## src/rtl/c4_pkg.sv

```systemverilog
// Shared constants and hold-state encoding for the button front end.
package c4_pkg;

    localparam int DEFAULT_DEBOUNCE_CLKS = 2500000;
    localparam int DEFAULT_REPEAT_DELAY  = 12500000;
    localparam int DEFAULT_REPEAT_RATE   = 5000000;

    typedef enum logic [1:0] {
        HOLD_IDLE   = 2'd0,
        HOLD_DELAY  = 2'd1,
        HOLD_REPEAT = 2'd2
    } hold_state_t;

endpackage

```

## src/rtl/btn_input_conditioner_if.sv

```systemverilog
// Control inputs and conditioned button outputs of the front end.
interface btn_input_conditioner_if #(
    parameter int N_BUTTONS = 3
);
    logic                 e_debug;
    logic [N_BUTTONS-1:0] repeat_en;
    logic [N_BUTTONS-1:0] btns_in;
    logic [N_BUTTONS-1:0] btns_level;
    logic [N_BUTTONS-1:0] btns_press;
    logic [N_BUTTONS-1:0] btns_release;
    logic                 any_active;

    modport master (
        output e_debug, repeat_en, btns_in,
        input  btns_level, btns_press, btns_release, any_active
    );

    modport slave (
        input  e_debug, repeat_en, btns_in,
        output btns_level, btns_press, btns_release, any_active
    );
endinterface

```

## src/rtl/btn_conditioner_channel.sv

```systemverilog
// One button: synchroniser, debounce, edge pulses and auto-repeat FSM.
module btn_conditioner_channel
    import c4_pkg::*;
#(
    parameter int CLKS_TO_WAIT = 4,
    parameter int SYNC_STAGES  = 2,
    parameter int REPEAT_DELAY = 10,
    parameter int REPEAT_RATE  = 3
) (
    input  logic clk,
    input  logic rst,
    input  logic e_debug_i,
    input  logic repeat_en_i,
    input  logic btn_i,
    output logic level_o,
    output logic press_o,
    output logic release_o
);
    localparam int CW   = (CLKS_TO_WAIT > 2) ? $clog2(CLKS_TO_WAIT) : 1;
    localparam int HMAX = (REPEAT_DELAY > REPEAT_RATE) ? REPEAT_DELAY : REPEAT_RATE;
    localparam int HW   = (HMAX > 2) ? $clog2(HMAX) : 1;

    logic [SYNC_STAGES-1:0] sync_q;
    logic [CW-1:0]          cnt_q, cnt_d;
    logic                   level_q, level_d;
    logic                   press_q, release_q;
    logic [HW-1:0]          hcnt_q, hlim;
    hold_state_t            state_q;
    logic                   sync, rise, fall, hold_abort;

    assign sync = sync_q[SYNC_STAGES-1];

    always_comb begin
        cnt_d   = cnt_q;
        level_d = level_q;
        if (e_debug_i) begin
            level_d = sync;
            cnt_d   = '0;
        end else if (sync == level_q) begin
            cnt_d = '0;
        end else if (cnt_q == CW'(CLKS_TO_WAIT - 1)) begin
            level_d = sync;
            cnt_d   = '0;
        end else begin
            cnt_d = cnt_q + 1'b1;
        end
    end

    assign rise       = level_d & ~level_q;
    assign fall       = ~level_d & level_q;
    // Judged on next level so a repeat can never coincide with release.
    assign hold_abort = ~level_d | ~repeat_en_i | e_debug_i;
    assign hlim       = (state_q == HOLD_REPEAT) ? HW'(REPEAT_RATE - 1)
                                                 : HW'(REPEAT_DELAY - 1);

    always_ff @(posedge clk) begin
        if (rst) begin
            sync_q    <= '0;
            cnt_q     <= '0;
            level_q   <= 1'b0;
            press_q   <= 1'b0;
            release_q <= 1'b0;
            hcnt_q    <= '0;
            state_q   <= HOLD_IDLE;
        end else begin
            sync_q    <= {sync_q[SYNC_STAGES-2:0], btn_i};
            cnt_q     <= cnt_d;
            level_q   <= level_d;
            press_q   <= rise;
            release_q <= fall;
            unique case (state_q)
                HOLD_IDLE: begin
                    hcnt_q <= '0;
                    if (rise && repeat_en_i && !e_debug_i)
                        state_q <= HOLD_DELAY;
                end
                HOLD_DELAY, HOLD_REPEAT: begin
                    if (hold_abort) begin
                        state_q <= HOLD_IDLE;
                        hcnt_q  <= '0;
                    end else if (hcnt_q == hlim) begin
                        press_q <= 1'b1;
                        state_q <= HOLD_REPEAT;
                        hcnt_q  <= '0;
                    end else begin
                        hcnt_q <= hcnt_q + 1'b1;
                    end
                end
                default: begin
                    state_q <= HOLD_IDLE;
                    hcnt_q  <= '0;
                end
            endcase
        end
    end

    assign level_o   = level_q;
    assign press_o   = press_q;
    assign release_o = release_q;

endmodule

```

## src/rtl/btn_input_conditioner.sv

```systemverilog
// N-channel push-button front end: one conditioner per button plus any_active.
module btn_input_conditioner
    import c4_pkg::*;
#(
    parameter int N_BUTTONS    = 3,
    parameter int CLKS_TO_WAIT = DEFAULT_DEBOUNCE_CLKS,
    parameter int SYNC_STAGES  = 2,
    parameter int REPEAT_DELAY = DEFAULT_REPEAT_DELAY,
    parameter int REPEAT_RATE  = DEFAULT_REPEAT_RATE
) (
    input logic              clk,
    input logic              rst,
    btn_input_conditioner_if.slave bus
);
    logic [N_BUTTONS-1:0] level_w;
    logic [N_BUTTONS-1:0] press_w;
    logic [N_BUTTONS-1:0] release_w;

    for (genvar i = 0; i < N_BUTTONS; i++) begin : g_ch
        btn_conditioner_channel #(
            .CLKS_TO_WAIT(CLKS_TO_WAIT),
            .SYNC_STAGES (SYNC_STAGES),
            .REPEAT_DELAY(REPEAT_DELAY),
            .REPEAT_RATE (REPEAT_RATE)
        ) u_ch (
            .clk        (clk),
            .rst        (rst),
            .e_debug_i  (bus.e_debug),
            .repeat_en_i(bus.repeat_en[i]),
            .btn_i      (bus.btns_in[i]),
            .level_o    (level_w[i]),
            .press_o    (press_w[i]),
            .release_o  (release_w[i])
        );
    end

    assign bus.btns_level   = level_w;
    assign bus.btns_press   = press_w;
    assign bus.btns_release = release_w;
    assign bus.any_active   = |level_w;

endmodule

```

## src/flat_wrapper.sv

```systemverilog
// flat-port wrapper written by rule: the top's interface ports become plain ports
module btn_input_conditioner_flat import c4_pkg::*;
#(
    parameter int N_BUTTONS    = 3,
    parameter int CLKS_TO_WAIT = DEFAULT_DEBOUNCE_CLKS,
    parameter int SYNC_STAGES  = 2,
    parameter int REPEAT_DELAY = DEFAULT_REPEAT_DELAY,
    parameter int REPEAT_RATE  = DEFAULT_REPEAT_RATE
)
  (clk, rst, bus_e_debug, bus_repeat_en, bus_btns_in, bus_btns_level, bus_btns_press, bus_btns_release, bus_any_active);
  btn_input_conditioner_if #(.N_BUTTONS(N_BUTTONS)) bus_i ();
  input logic clk;
  input logic rst;
  input wire logic [$bits(bus_i.e_debug)-1:0] bus_e_debug;
  input wire logic [$bits(bus_i.repeat_en)-1:0] bus_repeat_en;
  input wire logic [$bits(bus_i.btns_in)-1:0] bus_btns_in;
  output wire logic [$bits(bus_i.btns_level)-1:0] bus_btns_level;
  output wire logic [$bits(bus_i.btns_press)-1:0] bus_btns_press;
  output wire logic [$bits(bus_i.btns_release)-1:0] bus_btns_release;
  output wire logic [$bits(bus_i.any_active)-1:0] bus_any_active;
  assign bus_i.e_debug = bus_e_debug;
  assign bus_i.repeat_en = bus_repeat_en;
  assign bus_i.btns_in = bus_btns_in;
  assign bus_btns_level = bus_i.btns_level;
  assign bus_btns_press = bus_i.btns_press;
  assign bus_btns_release = bus_i.btns_release;
  assign bus_any_active = bus_i.any_active;
  btn_input_conditioner #(.N_BUTTONS(N_BUTTONS), .CLKS_TO_WAIT(CLKS_TO_WAIT), .SYNC_STAGES(SYNC_STAGES), .REPEAT_DELAY(REPEAT_DELAY), .REPEAT_RATE(REPEAT_RATE)) u_core (.clk(clk), .rst(rst), .bus(bus_i));
endmodule
```

## config.mk

```make
export PLATFORM = sky130hd
export DESIGN_NAME = btn_input_conditioner_flat
export DESIGN_NICKNAME = d
export VERILOG_FILES = /design/src/rtl/c4_pkg.sv /design/src/rtl/btn_input_conditioner_if.sv /design/src/rtl/btn_conditioner_channel.sv /design/src/rtl/btn_input_conditioner.sv /design/src/flat_wrapper.sv
export SDC_FILE = /design/constraint.sdc
export NUM_CORES = 1
export LEC_CHECK = 0
export CAP_MARGIN = 25
export CORE_ASPECT_RATIO = 1.25
export CORE_UTILIZATION = 40
export DETAILED_ROUTE_END_ITERATION = 16
export HOLD_SLACK_MARGIN = 0.03
export SYNTH_ARGS = -nofsm -noshare
export SYNTH_HDL_FRONTEND = slang
export SYNTH_SLANG_ARGS = --single-unit
export TNS_END_PERCENT = 1
```

## constraint.sdc

```tcl
create_clock -name clk -period 3.9 [get_ports clk]
set_input_delay 0.78 -clock clk [delete_from_list [all_inputs] [get_ports clk]]
set_output_delay 0.78 -clock clk [all_outputs]
set_load 0.01 [all_outputs]
```

==> results of run 1 <==
-- cell type report --
class | count | area, sq um | share of cell area [%]
Clock buffer | 22 | 474 | 5.74
Clock inverter | 10 | 87.6 | 1.06
Inverter | 27 | 101 | 1.23
Multi-Input combinational cell | 639 | 3920 | 47.4
Sequential cell | 159 | 3180 | 38.5
Tap cell | 228 | 285 | 3.45
Timing Repair Buffer | 22 | 218 | 2.63
-- cell usage in the layout (no fill, tap or decap), drive strengths merged, types with 4 or more instances in the layout --
cell,synthesis,routed
nor2b,8,8
ha,18,18
nor4,9,9
buf,11,4
or3,10,10
nand2,63,63
nand4,29,29
nand3,55,55
or2,4,4
clkinv,0,7
and2,5,5
inv,27,27
nor3b,4,4
nor3,16,16
clkdlybuf4s50,0,18
nand3b,4,4
clkbuf,19,22
xnor2,56,56
nor4b,13,13
a21oi,14,14
nor2,174,174
o21ai,11,11
and3,15,15
xor2,69,69
dfxtp,159,159
and4,13,13
nor4bb,8,8
-- power groups by stage --
stage          Combinational (mW)  Clock, mW  Sequential (mW)
2_1_floorplan              0.0237          0             1.67
5_1_grt                    0.0451       1.67             1.63
3_3_place_gp               0.0410          0             1.67
4_1_cts                    0.0414       1.61             1.63
3_5_place_dp               0.0413          0             1.67
6_report                   0.0409       1.56             1.63
-- worst paths after layout --
| path | slack [ps] | cells past startpoint | endpoint |
|---|---|---|---|
| setup / recovery | 1050 | 7 | u_core.g_ch[0].u_ch.hcnt_q[10]$_SDFF_PP0_ |
| hold reg to reg | 430 | 1 | u_core.g_ch[2].u_ch.sync_q[1]$_SDFF_PP0_ |
| setup reg to reg | 1050 | 7 | u_core.g_ch[0].u_ch.hcnt_q[10]$_SDFF_PP0_ |
| hold / removal | 430 | 1 | u_core.g_ch[2].u_ch.sync_q[1]$_SDFF_PP0_ |
-- sequential cells by signal, indices dropped and copies added (netlist names) --
name / cells
u_core.g_ch.u_ch.press_o: 3
u_core.g_ch.u_ch.sync_q: 6
u_core.g_ch.u_ch.release_o: 3
u_core.g_ch.u_ch.state_q: 6
u_core.g_ch.u_ch.cnt_q: 66
u_core.g_ch.u_ch.hcnt_q: 72
u_core.g_ch.u_ch.level_o: 3
-- cell families after synthesis --
family                     Yosys count  synth area share, %
AOI/OAI and AO/OA                   46                 4.05
and+or+nand+nor                    448                 31.0
muxes                                2                0.273
xor gates and xnor gates           125                 14.9
buffers and inverters               57                 3.41
adders and majority gates           18                 3.07
DFF                                159                 43.3
-- critical path: stages, from the launching register on --
cell,delay [ps]
dfxtp_1,370
ha_1,220
nand4_1,150
nor4_1,620
nand3_1,180
a211oi_1,460
nand2_1,540
nor2_1,240
-- metrics by stage --
| step | hold slack [ps] | area [sq um] | util (%) | worst slack [ps] |
|---|---|---|---|---|
| 4_1_cts | 435 | 8250 | 45.8 | 867 |
| 5_1_grt | 455 | 8270 | 45.9 | 656 |
| 3_3_place_gp | 415 | 7690 | 42.7 | 922 |
| 6_report | 432 | 8270 | 45.9 | 1050 |
| 3_5_place_dp | 420 | 7690 | 42.7 | 867 |
| 2_1_floorplan | 413 | 7340 | - | 1390 |
-- metal layers --
metal | vias to the layer above | part of all wire [%] | global-route usage [%]
met5 | - | 0 | 0
met4 | 0 | 1.6 | 5.97
met3 | 9 | 2.3 | 3.15
met2 | 56 | 47 | 25.4
met1 | 2543 | 49 | 19.4
li1 | 2918 | - | -
==> impl_results.md, run 1 <==
- Outcome: finished clean
- Grt ovf: 0
- IO Pins: 19
- Rows: 55
- WL final: 13600 um
- Setup Viol. Count Final: 0
- Unique masters post-synth: 57
- Num CTS Buffers: 17
- Period utilisation layout: 73.2%
- Skew-Pair Late Insertion Delay: 420 ps
- Worst Path Required: 4240 ps
- Cts repair resizes: 0
- Synth Flop Type: dfxtp_1
- Nets: 893
- Area leader, netlist: dfxtp_1
- Cell Area, Synth: 7340 sq um
- Post-DP HPWL: 9590 um
- Worst-Margin Slew: 899 ps
- TNS Setup: 0 ps
- RSZ-0062 raised after global routing: false
- Synth top area cells: dfxtp_1 (43%), nor2_1 (8.9%), xor2_1 (8.2%), xnor2_1 (6.7%), nand3_1 (3.7%)
- Flop pwr share: 50.5%
- Overall global routing resource usage: 15.4%
- Number of synthesized flops with an enable pin: 0
- Global-route wire length before repair: 23700 um
- Drt wl/cell: 12.3 um
- Crit path launch: u_core.g_ch[0].u_ch.cnt_q[0]$_SDFF_PP0_
- Starting Density: 40.7%
- Post-Synthesis Cells: 855
- Share of layout cells above drive strength 1: 4.78%
- Post-CTS Setup Inserts: 0
- CP Class: flop to flop
- Clock sinks: 159
- Worst Skew: 16.1 ps
- Initial antenna violation count: 0
- Pwr dens: 392 nW/um^2
- Net Sw Frac: 20.5%
- #FFs+latches synth: 159
- Synth cell count leaders: nor2_1 (174), dfxtp_1 (159), xor2_1 (69)
- Sequential area share after synthesis: 43.3%
- Via count: 5526
- Detailed Routing Iterations Pass 1: 4
- Hold_sp: u_core.g_ch[2].u_ch.sync_q[0]$_SDFF_PP0_
- Hold Fails Final Rpt: 0
- Clock share of power: 48.3%
- Die area: 18900 sq um
- Synthesis-to-layout area growth: 12.6%
- CP Launch Type: flop
- Crit path arrival time: 3190 ps
- Worst vdd ir: 0.000265 V
- Switching power: 663 uW
- Width of the die: 123 um
- Critical-path maximum fanout: 23
- CTS tree: yes
- Syn avg cell area: 8.59 sq um
- Hold_buf cts: 0
- Post-synth top area share: 43.3%
- ANT nets after route: 0
- Internal cell power: 2.57 mW
- Hold/Removal Path Class: flop to flop
- Tmin final: 2850 ps
- Leak Pwr: 2.57 nW
- CP endpoint kind: flop
- Final Power: 3.24 mW
- Pin count of the biggest net entering global routing: 26
- Root Buffer: clkbuf_16
- Core region area: 18000 sq um
- Max Clk Rate: 350 MHz
- Max Slew Vio Count: 0
- # diodes: 0
- Port Buf Inserts: 18
- Net Count, Synth: 882
- Drt first-iter violations: 201
- Vias in the first global route: 5251
- H-tree Lvls: 4
- Worst reg2reg startpoint: u_core.g_ch[0].u_ch.cnt_q[0]$_SDFF_PP0_
- Max cap viols: 0
- FFs w/ async S/R, synth: 0%
- Placer Congestion: 0.790
- Vias per cell: 4.99
- Combinational share of power: 1.3%
- Placed cells: 1074
- Most numerous cell in the Yosys netlist: nor2_1
- Slew margin rel.: 39.9%
- Syn. warnings: 0
- Die extent in y: 154 um
- Max Buffers Root-to-Sink: 2
- Worst-path clk slew: 60 ps
- Layout fillers: 1803
- # DRC: 0
- Finished Layout Cells: 1107
Note: power is estimated with default switching activity, not from simulation.
==> inputs of run 2 (changes only) <==
==> constraint.sdc (replaced) <==
create_clock -name clk -period 2.64 [get_ports clk]
set_input_delay 0.528 -clock clk [delete_from_list [all_inputs] [get_ports clk]]
set_output_delay 0.528 -clock clk [all_outputs]
set_load 0.01 [all_outputs]
==> impl_results.md, run 2 (synthesized netlist as in run 1, its figures left out) <==
- Post-DP HPWL: 9570 um
- CP endpoint kind: flop
- # DRC: 0
- H-tree Lvls: 4
- Crit path arrival time: 2950 ps
- Worst reg2reg startpoint: u_core.g_ch[1].u_ch.hcnt_q[12]$_SDFF_PP0_
- Leak Pwr: 2.69 nW
- Crit-path cells: or4b_1, or4_1, a2111o_1, or2_1, or4_1, a21oi_1
- Drt wl/cell: 12.2 um
- Flop2flop setup slack: 30 ps
- Vias in the first global route: 5348
- Worst-path clk slew: 60 ps
- TNS Setup: 0 ps
- Die area: 18900 sq um
- CP dominant cell by count: or4_1
- Biggest register: u_core.g_ch.u_ch.hcnt_q
- Hold/Removal Path Class: flop to flop
- WL final: 13800 um
- CP endpoint: u_core.g_ch[1].u_ch.state_q[1]$_SDFFE_PP0P_
- Crit path launch: u_core.g_ch[1].u_ch.hcnt_q[12]$_SDFF_PP0_
- Detailed Routing Iterations Pass 1: 4
- Drt first-iter violations: 207
- CP bufs+invs: 0
- Nets: 913
- Setup WS post-layout: 33.1 ps
- Core region area: 18000 sq um
- Hold_buf cts: 0
- Period utilisation layout: 98.7%
- CTS tree: yes
- Share of layout cells above drive strength 1: 7.56%
- ANT nets after route: 0
- Via count: 5598
- Max Buffers Root-to-Sink: 2
- Die extent in y: 154 um
- Worst vdd ir: 0.000394 V
- Skew-Pair Late Insertion Delay: 430 ps
- Setup Slack @ Placement: 53.0 ps
- Synthesis-to-layout area growth: 15.4%
- Port Buf Inserts: 18
- Outcome: finished clean
- Max Clk Rate: 384 MHz
- Pin count of the biggest net entering global routing: 25
- Max reg flops: 72
- Pwr dens: 582 nW/um^2
- Rows: 55
- RSZ-0062 raised after global routing: true
- Clock sinks: 159
- Width of the die: 123 um
- IO Pins: 19
- Worst Path Required: 2990 ps
- Hold_sp: u_core.g_ch[0].u_ch.sync_q[0]$_SDFF_PP0_
- Initial antenna violation count: 0
- Critical-path maximum fanout: 2
- Worst Skew: 11.2 ps
- CP Launch Type: flop
- Placer Congestion: 0.758
- Hold Fails Final Rpt: 0
- Critical path's largest stage delay: 510 ps
- Overall global routing resource usage: 15.9%
- Vias per cell: 4.97
- Worst-Margin Slew: 554 ps
- CP Class: flop to flop
- Grt ovf: 0
- Slew margin rel.: 62.8%
- Crit path depth: 6
- Starting Density: 40.7%
- CP delay by family, top: simple AND/OR/NAND/NOR gates
- Worst Reg-to-Reg Cells: 6
- Max cap viols: 0
- Root Buffer: clkbuf_16
- Tmin final: 2610 ps
- Commonest non-fill, non-tap cell in the layout: nor2_1
- Layout fillers: 1827
- Slowest cell on crit path: or4_1
- # diodes: 0
- Global-route wire length before repair: 24100 um
- Most frequent cells in the layout: nor2_1 (174), dfxtp_1 (157), xor2_1 (69)
- Num CTS Buffers: 17
- Crit Reg-Reg Endpoint: u_core.g_ch[1].u_ch.state_q[1]$_SDFFE_PP0P_
- Top Registers: u_core.g_ch.u_ch.hcnt_q: 72 flops, u_core.g_ch.u_ch.cnt_q: 66 flops
- Setup Viol. Count Final: 0
- Max Slew Vio Count: 0
[run 2: area by class of cell]
| cell class | instances | area [sq um] | share of cell area, % |
|---|---|---|---|
| multi-input combinational | 639 | 3920 | 46.3 |
| sequential | 159 | 3190 | 37.6 |
| clock buffer | 18 | 439 | 5.18 |
| timing repair buffer | 42 | 385 | 4.55 |
| tap | 228 | 285 | 3.37 |
| clock inverter | 14 | 158 | 1.86 |
| inverter | 27 | 101 | 1.20 |
[run 2: worst min path at each step]
stage,to,cells past startpoint
final,u_core.g_ch[0].u_ch.sync_q[1]$_SDFF_PP0_,1
after global routing,u_core.g_ch[1].u_ch.sync_q[1]$_SDFF_PP0_,1
after CTS,u_core.g_ch[2].u_ch.sync_q[1]$_SDFF_PP0_,1
after detailed placement,u_core.g_ch[2].u_ch.sync_q[1]$_SDFF_PP0_,1
after global placement,u_core.g_ch[1].u_ch.sync_q[1]$_SDFF_PP0_,1
after floorplan,u_core.g_ch[2].u_ch.hcnt_q[0]$_SDFF_PP0_,1
[run 2: what timing repair did]
action	in CTS	in global routing
resized for setup	0	5
setup buffers	0	1
setup endpoints to repair	0	1
[run 2: metrics by stage]
step	util (%)	instance area (sq um)	hold WS (ps)	power, mW	instances
after floorplan	-	7340	413	2.50	855
after detailed placement	43.6	7870	424	2.53	1094
after CTS	46.9	8460	440	5.01	1126
final	47.0	8470	438	4.93	1127
after global routing	47.0	8470	451	5.12	1127
after global placement	43.6	7870	417	2.53	1094
[run 2: metal layers]
metal	track usage, %	share of wire (%)
met1	20.5	50
met2	25.1	47
met3	4.12	2.5
met4	6.25	1.2
met5	0	0
[run 2: worst reg2reg max path: stages, from the launching register on]
cell,delay [ps]
dfxtp_1,300
or4b_1,500
or4_1,400
a2111o_1,430
or2_1,250
or4_1,510
a21oi_1,130
[run 2: power breakdown]
part | total [mW] | switching [mW] | internal, mW
Combinational | 0.0641 | 0.0331 | 0.0309
Clock | 2.45 | 1.02 | 1.43
Sequential | 2.41 | 0.00687 | 2.41
==> RTL change, RTL diff (settings of run 1) <==
Reset style: asynchronous (`rst`), changed in one clocked block.
--- a/src/rtl/btn_conditioner_channel.sv
+++ b/src/rtl/btn_conditioner_channel.sv
@@ -53,7 +53,7 @@
     assign hlim       = (state_q == HOLD_REPEAT) ? HW'(REPEAT_RATE - 1)
                                                  : HW'(REPEAT_DELAY - 1);
 
-    always_ff @(posedge clk) begin
+    always_ff @(posedge clk or posedge rst) begin
         if (rst) begin
             sync_q    <= '0;
             cnt_q     <= '0;
Formal check against the unedited RTL: differs if rst is asserted again (counterexample within 4 cycles, from zero or initial values and one cycle with rst high); with rst held inactive, the same outputs for 4 cycles.
==> RTL change against run 1 <==
Sequential cell count is the same; area after synthesis grew 8.6%; wire length grew 9.2%; worst setup slack gained 230 ps; via count shrank 0.18%; count of clock-buffer cells in the layout shrank 1; design area grew 9.2%; non-clock buffer count shrank 1; fmax grew 8.8%; critical endpoint is now bus_any_active; highest routed layer unchanged.
Power is not compared: it rests on default switching activity, and its combinational part moved more than twofold at a synthesized area within 25%.
==> RTL change: results <==
set metrics [dict create \
    status "finished, final reports clean" \
    synth.area.top_cells "dfrtp_1 50%, xor2_1 8.5%, nor2_1 7.5%" \
    track_usage 0.160 \
    skew_ps 7.20 \
    drive_gt1_frac 0.0548 \
    diodes 0 \
    cp.arrival_ps 1840 \
    whs_path_depth 0 \
    dpl_cell_area_sq_um 8400 \
    yosys_warnings 0 \
    path_delay_family "flip-flops" \
    hpwlAfterDp_um 10200 \
    cts_buffers 17 \
    r2r-end "u_core.g_ch[2].u_ch.state_q[0]" \
    drt-total-wl_um 14900 \
    cp_max_fo 7 \
    root_buffer "clkbuf_16" \
    r2r_cells 9 \
    synthFlopType "dfrtp_1" \
    pre_cts_slack_ps 1050 \
    path_clk_slew_ps 60 \
    drtIter0Drc 365 \
    synth-seq-area-share 0.499 \
    viasPerCell 4.99 \
    max_stage_delay_ps 520 \
    min-delay-start "u_core.g_ch[2].u_ch.sync_q[0]" \
    reg2reg_from "u_core.g_ch[2].u_ch.state_q[0]" \
    rrSetupSlack_ps 1300 \
    globalplace.congestion 0.772 \
    cp_slowest_cell "dfrtp_1" \
    ys_async_sr_fraction 1.00 \
    relSlewSlack 0.387 \
    hold_end "u_core.g_ch[2].u_ch.sync_q[1]" \
    grt_pass1_vias 5436 \
    n_fill_cell 1820 \
    fin_nets 856 \
    ys_types 52 \
    grt_max_degree 73 \
    insertion_delay_ps 420 \
    grt_pass1_wl_um 26100 \
    antenna_found_initial 0 \
    synth_nets 843 \
    synthTopCellsByCount "159 x dfrtp_1, 159 x nor2_1, 77 x xor2_1" \
]
==> RTL change: changes by cell type after synthesis, moves of 4 or more <==
cell	before	now
and3_1	14	32
clkbuf_1	19	12
dfrtp_1	0	159
dfxtp_1	159	0
nand3_1	55	51
nand3b_1	4	0
nor2_1	174	159
nor4b_1	13	7
xnor2_1	56	49
xor2_1	69	77
==> RTL change: per-layer routing <==
metal / up-vias / track usage / part of all wire / routed length [um]
met5: - / 0 / 0 / 0
met4: 0 / 0.0561 / 0.016 / 238
met3: 16 / 0.0415 / 0.025 / 379
met2: 40 / 0.246 / 0.47 / 7060
met1: 2673 / 0.216 / 0.48 / 7220
li1: 2787 / - / - / -
==> RTL change: worst register-to-register path, delay by kind of cell, from the launching register on <==
kind                       cells  cell delay [ps]
and+or+nand+nor                3              840
DFF                            1              400
buffers and inverters          2              400
AOI/OAI and AO/OA              2              290
muxes                          1              290
adders and majority gates      1              270
==> RTL change: through the flow <==
stage	hold WS, ps	power (mW)	cells
floorplan	331	1.78	816
global placement	333	1.83	1075
detailed placement	336	1.83	1075
CTS	351	3.60	1105
global route	371	3.70	1105
finish	353	3.56	1105
==> RTL change: area by class of cell <==
class,count,share of cell area
clock buffers,21,0.0521
clock inverters,9,0.0175
well taps,265,0.0367
flip-flops and latches,159,0.441
inverters,24,0.0104
multi-input cells,606,0.417
repair buffers,21,0.0252
==> RTL change: power breakdown <==
group	leakage [nW]	switching [mW]	internal, mW
combinational	1.21	0.0768	0.0375
sequential	2.20	0.0179	1.67
clock	0.302	0.645	1.12
total	3.71	0.740	2.82
==> RTL change: how the worst max path moves through the flow <==
stage                              startpoint                        endpoint  slack (ps)  cells past startpoint
3_3_place_gp                      bus_e_debug  u_core.g_ch[1].u_ch.state_q[0]        1100                      6
2_1_floorplan                             rst    u_core.g_ch[0].u_ch.cnt_q[0]        1110                      1
3_5_place_dp                      bus_e_debug  u_core.g_ch[1].u_ch.state_q[0]        1050                      6
6_report          u_core.g_ch[0].u_ch.level_o                  bus_any_active        1280                      2
4_1_cts        u_core.g_ch[2].u_ch.state_q[0]  u_core.g_ch[2].u_ch.state_q[0]        1250                      9
5_1_grt        u_core.g_ch[2].u_ch.state_q[0]  u_core.g_ch[2].u_ch.state_q[0]        1060                      9
==> RTL change: cells by family (layout without fill, tap and decap cells) <==
kind of cell / after synthesis / count (layout) / share of synthesized area
xor gates and xnor gates: 126 / 126 / 0.138
and+or+nand+nor: 422 / 422 / 0.266
DFF: 159 / 159 / 0.499
buffers and inverters: 51 / 75 / 0.0290
adders and majority gates: 18 / 18 / 0.0282
muxes: 3 / 3 / 0.00471
AOI/OAI and AO/OA: 37 / 37 / 0.0348
